[src/rtl/i2c_eeprom_sched.sv]
// i2c_eeprom_sched: shares one byte-level I2C master between two single-byte EEPROM requesters
// Ports: sys_clk/clr clock and sync reset; req/req_rw/req_addr/req_wdata per-requester requests;
//        done/rdata/err completion; busy; m_go/m_cmd/m_txd/m_abort command side and
//        m_done/m_nack/m_rxd completion side of the I2C master.
module i2c_eeprom_sched #(
  parameter logic [6:0] DEV_ADDR = 7'h50,
  parameter int MAX_RETRY = 8,
  parameter int POLL_GAP = 1250,
  parameter int TIMEOUT = 100000
) (
  input  logic        sys_clk,
  input  logic        clr,
  input  logic [1:0]  req,
  input  logic [1:0]  req_rw,
  input  logic [31:0] req_addr,
  input  logic [15:0] req_wdata,
  output logic [1:0]  done,
  output logic [7:0]  rdata,
  output logic        err,
  output logic        busy,
  output logic        m_go,
  output logic [2:0]  m_cmd,
  output logic [7:0]  m_txd,
  input  logic        m_done,
  input  logic        m_nack,
  input  logic [7:0]  m_rxd,
  output logic        m_abort
);
  localparam int TW = $clog2(TIMEOUT + 1);
  localparam int RW = $clog2(MAX_RETRY + 1);
  localparam logic [TW-1:0] TO_LAST = TW'(TIMEOUT - 1);
  localparam logic [TW-1:0] GAP_LAST = TW'(POLL_GAP - 1);
  localparam logic [RW-1:0] RETRY_MAX = RW'(MAX_RETRY);
  typedef enum logic [3:0] {IDLE, START, WA0, WAH, WAL, WDAT, RSTART, WA1, READ, STOP, GAP, DONE} state_t;
  state_t state, nxt;
  logic sent, gnt, ptr, pick, rw, err_r, rpend, cmd_st, wr_st, ack, timeout;
  logic [15:0] addr;
  logic [7:0] wdata, rx;
  logic [RW-1:0] retry;
  logic [TW-1:0] timer;
  assign cmd_st = !(state inside {IDLE, GAP, DONE});
  assign wr_st = state inside {WA0, WAH, WAL, WDAT, WA1};
  // sent marks that this state's command is outstanding, so an m_done on the go cycle is ignored
  assign ack = sent && m_done;
  assign timeout = sent && !m_done && timer == TO_LAST;
  assign pick = req[ptr] ? ptr : ~ptr;
  assign m_go = cmd_st && !sent;
  assign m_abort = timeout;
  assign busy = state != IDLE;
  assign done = (state == DONE) ? (gnt ? 2'b10 : 2'b01) : 2'b00;
  assign err = (state == DONE) && err_r;
  assign m_cmd = (state == START || state == RSTART) ? 3'd1 : wr_st ? 3'd2 :
                 (state == READ) ? 3'd3 : (state == STOP) ? 3'd4 : 3'd0;
  assign m_txd = (state == WA0) ? {DEV_ADDR, 1'b0} : (state == WAH) ? addr[15:8] :
                 (state == WAL) ? addr[7:0] : (state == WDAT) ? wdata :
                 (state == WA1) ? {DEV_ADDR, 1'b1} : 8'h00;
  always_comb begin
    nxt = state;
    case (state)
      IDLE:    nxt = |req ? START : IDLE;
      START:   nxt = ack ? WA0 : START;
      WA0:     nxt = ack ? (m_nack ? STOP : WAH) : WA0;
      WAH:     nxt = ack ? (m_nack ? STOP : WAL) : WAH;
      WAL:     nxt = ack ? (m_nack ? STOP : (rw ? RSTART : WDAT)) : WAL;
      WDAT:    nxt = ack ? STOP : WDAT;
      RSTART:  nxt = ack ? WA1 : RSTART;
      WA1:     nxt = ack ? (m_nack ? STOP : READ) : WA1;
      READ:    nxt = ack ? STOP : READ;
      STOP:    nxt = ack ? (rpend ? GAP : DONE) : STOP;
      GAP:     nxt = (timer == GAP_LAST) ? START : GAP;
      DONE:    nxt = IDLE;
      default: nxt = IDLE;
    endcase
    if (timeout) nxt = DONE;
  end
  always_ff @(posedge sys_clk) begin
    if (clr) begin
      state <= IDLE;
      sent <= 1'b0;
      gnt <= 1'b0;
      ptr <= 1'b0;
      rw <= 1'b0;
      err_r <= 1'b0;
      rpend <= 1'b0;
      addr <= '0;
      wdata <= '0;
      rx <= '0;
      rdata <= '0;
      retry <= '0;
      timer <= '0;
    end else begin
      state <= nxt;
      sent <= (nxt == state) && (sent || m_go);
      // one counter serves both the per-command timeout and the poll gap
      timer <= (nxt != state || m_go) ? '0 : timer + TW'(1);
      if (state == IDLE && |req) begin
        gnt <= pick;
        ptr <= ~pick;
        rw <= req_rw[pick];
        addr <= pick ? req_addr[31:16] : req_addr[15:0];
        wdata <= pick ? req_wdata[15:8] : req_wdata[7:0];
        err_r <= 1'b0;
        rpend <= 1'b0;
        rx <= '0;
      end
      if (wr_st && ack && m_nack) begin
        if (state == WA0 && retry != RETRY_MAX) begin
          rpend <= 1'b1;
          retry <= retry + RW'(1);
        end else err_r <= 1'b1;
      end
      if (state == GAP) rpend <= 1'b0;
      if (state == READ && ack) rx <= m_rxd;
      if (timeout) err_r <= 1'b1;
      if (nxt == DONE && state != DONE) rdata <= rw ? rx : 8'h00;
      if (state == DONE) retry <= '0;
    end
  end
endmodule

[config.mk]
export PLATFORM = sky130hd
export DESIGN_NAME = i2c_eeprom_sched
export DESIGN_NICKNAME = d
export VERILOG_FILES = /design/src/rtl/i2c_eeprom_sched.sv
export SDC_FILE = /design/constraint.sdc
export NUM_CORES = 1
export LEC_CHECK = 0
export CAP_MARGIN = 20
export CORE_MARGIN = 2
export CORE_UTILIZATION = 45
export DETAILED_ROUTE_END_ITERATION = 16
export MAX_ROUTING_LAYER = met4
export PLACE_DENSITY = 0.86
export SYNTH_ARGS = -nofsm -noshare
export SYNTH_HDL_FRONTEND = slang
export SYNTH_SLANG_ARGS = --single-unit
[constraint.sdc]
create_clock -name sys_clk -period 2.3 [get_ports sys_clk]
set_input_delay 0.69 -clock sys_clk [delete_from_list [all_inputs] [get_ports sys_clk]]
set_output_delay 0.69 -clock sys_clk [all_outputs]
set_load 0.01 [all_outputs]
==> metrics.cfg <==
[route]
routed_via_density = 5.71
routed_wl_um = 12500
drc = 0
dr_total_vias = 4012
wl_per_cell_um = 17.8
antenna_left = 0
first_pass_iters = 5
drt-initial-drc-count = 181

[synth]
synthCells = 437
yosysUniqueCellTypes = 62
yosys_register_bits = 71
synth_area_um2 = 3950
ys.flop_type = dfxtp_1
synth_edf_count = 0
async_flop_share_pct = 0
avgSynthCellArea_um2 = 9.04
syn_nets = 505
yosysWarnings = 0
seq_area_frac_synth_pct = 36.0

[timing]
setup_violations = 4
worst_pin_slew_ns = 0.401
slew_headroom_pct = 73.2
fin_ws_ns = -0.0357
rsz0062_at_grt = yes
post-route-min-period_ns = 2.34
finalHoldViolCount = 0
finalCritPeriodShare_pct = 102
holdWs_ns = 0.483
fmax_mhz = 428
drv_slew = 0
finalClockSkew_ns = 0.0116

[placed_design]
numPortBuffers = 88
dpl-instance-area_um2 = 5350
dp_hpwl_um = 7540
preCtsSetupSlack_ns = -0.868
dp.cells = 661
gp_congestion = 0.856

[grt]
grt_pass1_wl_um = 18800
grt_pass1_vias = 4028
grt_overflow = 0
antenna_found_initial = 0
grt_usage_pct = 24.9
grt_max_degree = 52

[power]
p_leak_nw = 2.43
p_per_area_nw_per_um2 = 491
ir_worst_vdd_uv = 328

[final_layout]
fillers = 587
antenna_cells = 0
nNetsFinal = 658
multiInputGateArea_um2 = 2760
fin_util_pct = 72.9
regArea_um2 = 1440
stdcell_count = 703
stdcell_area_um2 = 6260
layout-drive-gt1-share_pct = 33.3
area_growth_pct = 58.7

[status]
status = finished, violations left
violations = negative setup slack

[cts]
cts_buffer_depth = 2
cts_buffers = 9
hold_buffers = 0
cts.clk_slew.worst_paths_ns = 0.08
cts_tree = built
root_buffer = clkbuf_8
cts_sinks = 71
clock_latency_ns = 0.35
cts-htree-levels = 3

[critical_path]
worst-setup-path-type = reg -> reg
endpoint_kind = flop
worstPathMaxFanout = 9
critPathLaunchType = flop
crit_required_ns = 2.55
arrival_ns = 2.59

[die]
initial_utilization_pct = 46.0
dieArea_um2 = 9540
ioPinCount = 89
row_count = 34
die_w_um = 97.7
die_h_um = 97.7
core_um2 = 8590

[min_path]
worstHoldPathType = reg -> reg

[job]
max-cap-violations = 0

final timing paths:
path                 start  slack, ns  depth (start not counted)   endpoint
hold / removal    rdata[6]       0.48                          2   rdata[6]
setup / recovery  timer[4]      -0.04                          9  timer[16]
setup reg to reg  timer[4]      -0.04                          9  timer[16]
hold reg to reg   rdata[6]       0.48                          2   rdata[6]
per-layer routing:
layer | GRT usage (%) | share of wire [%]
met1 | 26.7 | 37
met4 | 12.4 | 4.8
met2 | 44.4 | 53
met3 | 3.81 | 4.5
met5 | - | 0
stage by stage:
stage,power (mW),setup TNS (ns)
finish,3.08,-0.0877
global route,3.20,-1.14
CTS,3.04,-0.663
detailed placement,1.95,-17.87
global placement,1.93,-16.35
floorplan,1.68,0
Yosys cell counts (2+ instances only):
library cell / count / area share, %
xor2_1: 13 / 2.9
a21oi_1: 11 / 1.4
inv_1: 8 / 0.76
nand2b_1: 17 / 2.7
o21ai_0: 6 / 0.76
nand3b_1: 9 / 1.7
ha_1: 4 / 1.3
nor4_2: 10 / 3.2
mux2i_1: 34 / 8.6
nor3_1: 6 / 0.76
buf_6: 4 / 1.1
nor2b_1: 4 / 0.63
a211oi_1: 28 / 5.3
a41oi_1: 2 / 0.44
and3_1: 5 / 0.79
nor4b_2: 3 / 1.1
nor2_1: 63 / 6.0
nand3_1: 9 / 1.1
a31oi_1: 3 / 0.48
nor4_1: 10 / 1.6
dfxtp_1: 71 / 36
nand4_1: 8 / 1.3
and4_1: 2 / 0.44
a21o_1: 2 / 0.38
buf_2: 7 / 0.89
clkbuf_1: 19 / 1.8
buf_4: 2 / 0.38
a22oi_1: 15 / 2.9
nor2_2: 2 / 0.32
nand2_1: 18 / 1.7
xnor2_1: 6 / 1.3
nor4b_1: 2 / 0.44
mux2_2: 5 / 1.4
layout by cell type, fill, tap and decap left out, drive strengths merged, types with 6 or more instances in the layout:
cell and n:
a22oi 15, inv 8, clkbuf 15, clkdlybuf4s15 6, nor2 65, nand2 18, dfxtp 71, xor2 13
mux2i 35, a21oi 11, a211oi 28, nand2b 17, buf 99, nor4 20, xnor2 6, nand3b 9
nor3 7, o21ai 6, nor4b 6, clkdlybuf4s50 66, nand4 9, nand3 9
kinds of logic (layout without fill, tap and decap cells):
group           count (synthesis)  in the layout  share of synthesized area, %
simple gates                  183            183                          28.1
compound gates                 78             78                          14.7
flops                          71             71                          36.0
buf+inv                        42            200                          5.29
mux                            40             40                          10.4
xor+xnor                       19             19                          4.21
fa+ha+maj                       4              4                          1.27
what timing repair did:
item	CTS	global route
cloned	4	2
gates resized for setup	102	70
pin swaps	21	25
setup endpoints to repair	43	43
setup buffers	15	9
cell type report:
cell class              count  area share, %
multi-input cells         324           44.0
repair buffers            175           27.2
flip-flops and latches     71           23.0
well taps                 108           2.16
clock buffers              11           2.10
clock inverters             5          0.939
inverters                   9          0.619
power by group:
group / leakage [nW] / internal [mW] / total (mW) / switching [mW]
combinational: 1.76 / 0.409 / 0.759 / 0.350
sequential: 0.584 / 1.29 / 1.34 / 0.0451
clock: 0.0895 / 0.502 / 0.984 / 0.482
total: 2.43 / 2.20 / 3.08 / 0.877
state kept, by name, indices dropped and copies added, names as in the netlist:
signal	count
addr	16
rw	1
err_r	1
gnt	1
ptr	1
state	4
wdata	8
timer	17
rpend	1
rx	8
rdata	8
sent	1
retry	4
critical path, stage by stage (launching register included):
cell,delay [ns]
dfxtp_1,0.39
nor4b_2,0.41
nand4_1,0.26
nand2_1,0.17
buf_4,0.17
and4_4,0.23
nor3_4,0.03
buf_4,0.17
buf_12,0.15
nor4_4,0.26
No activity file was read; power rests on OpenSTA's default activity.
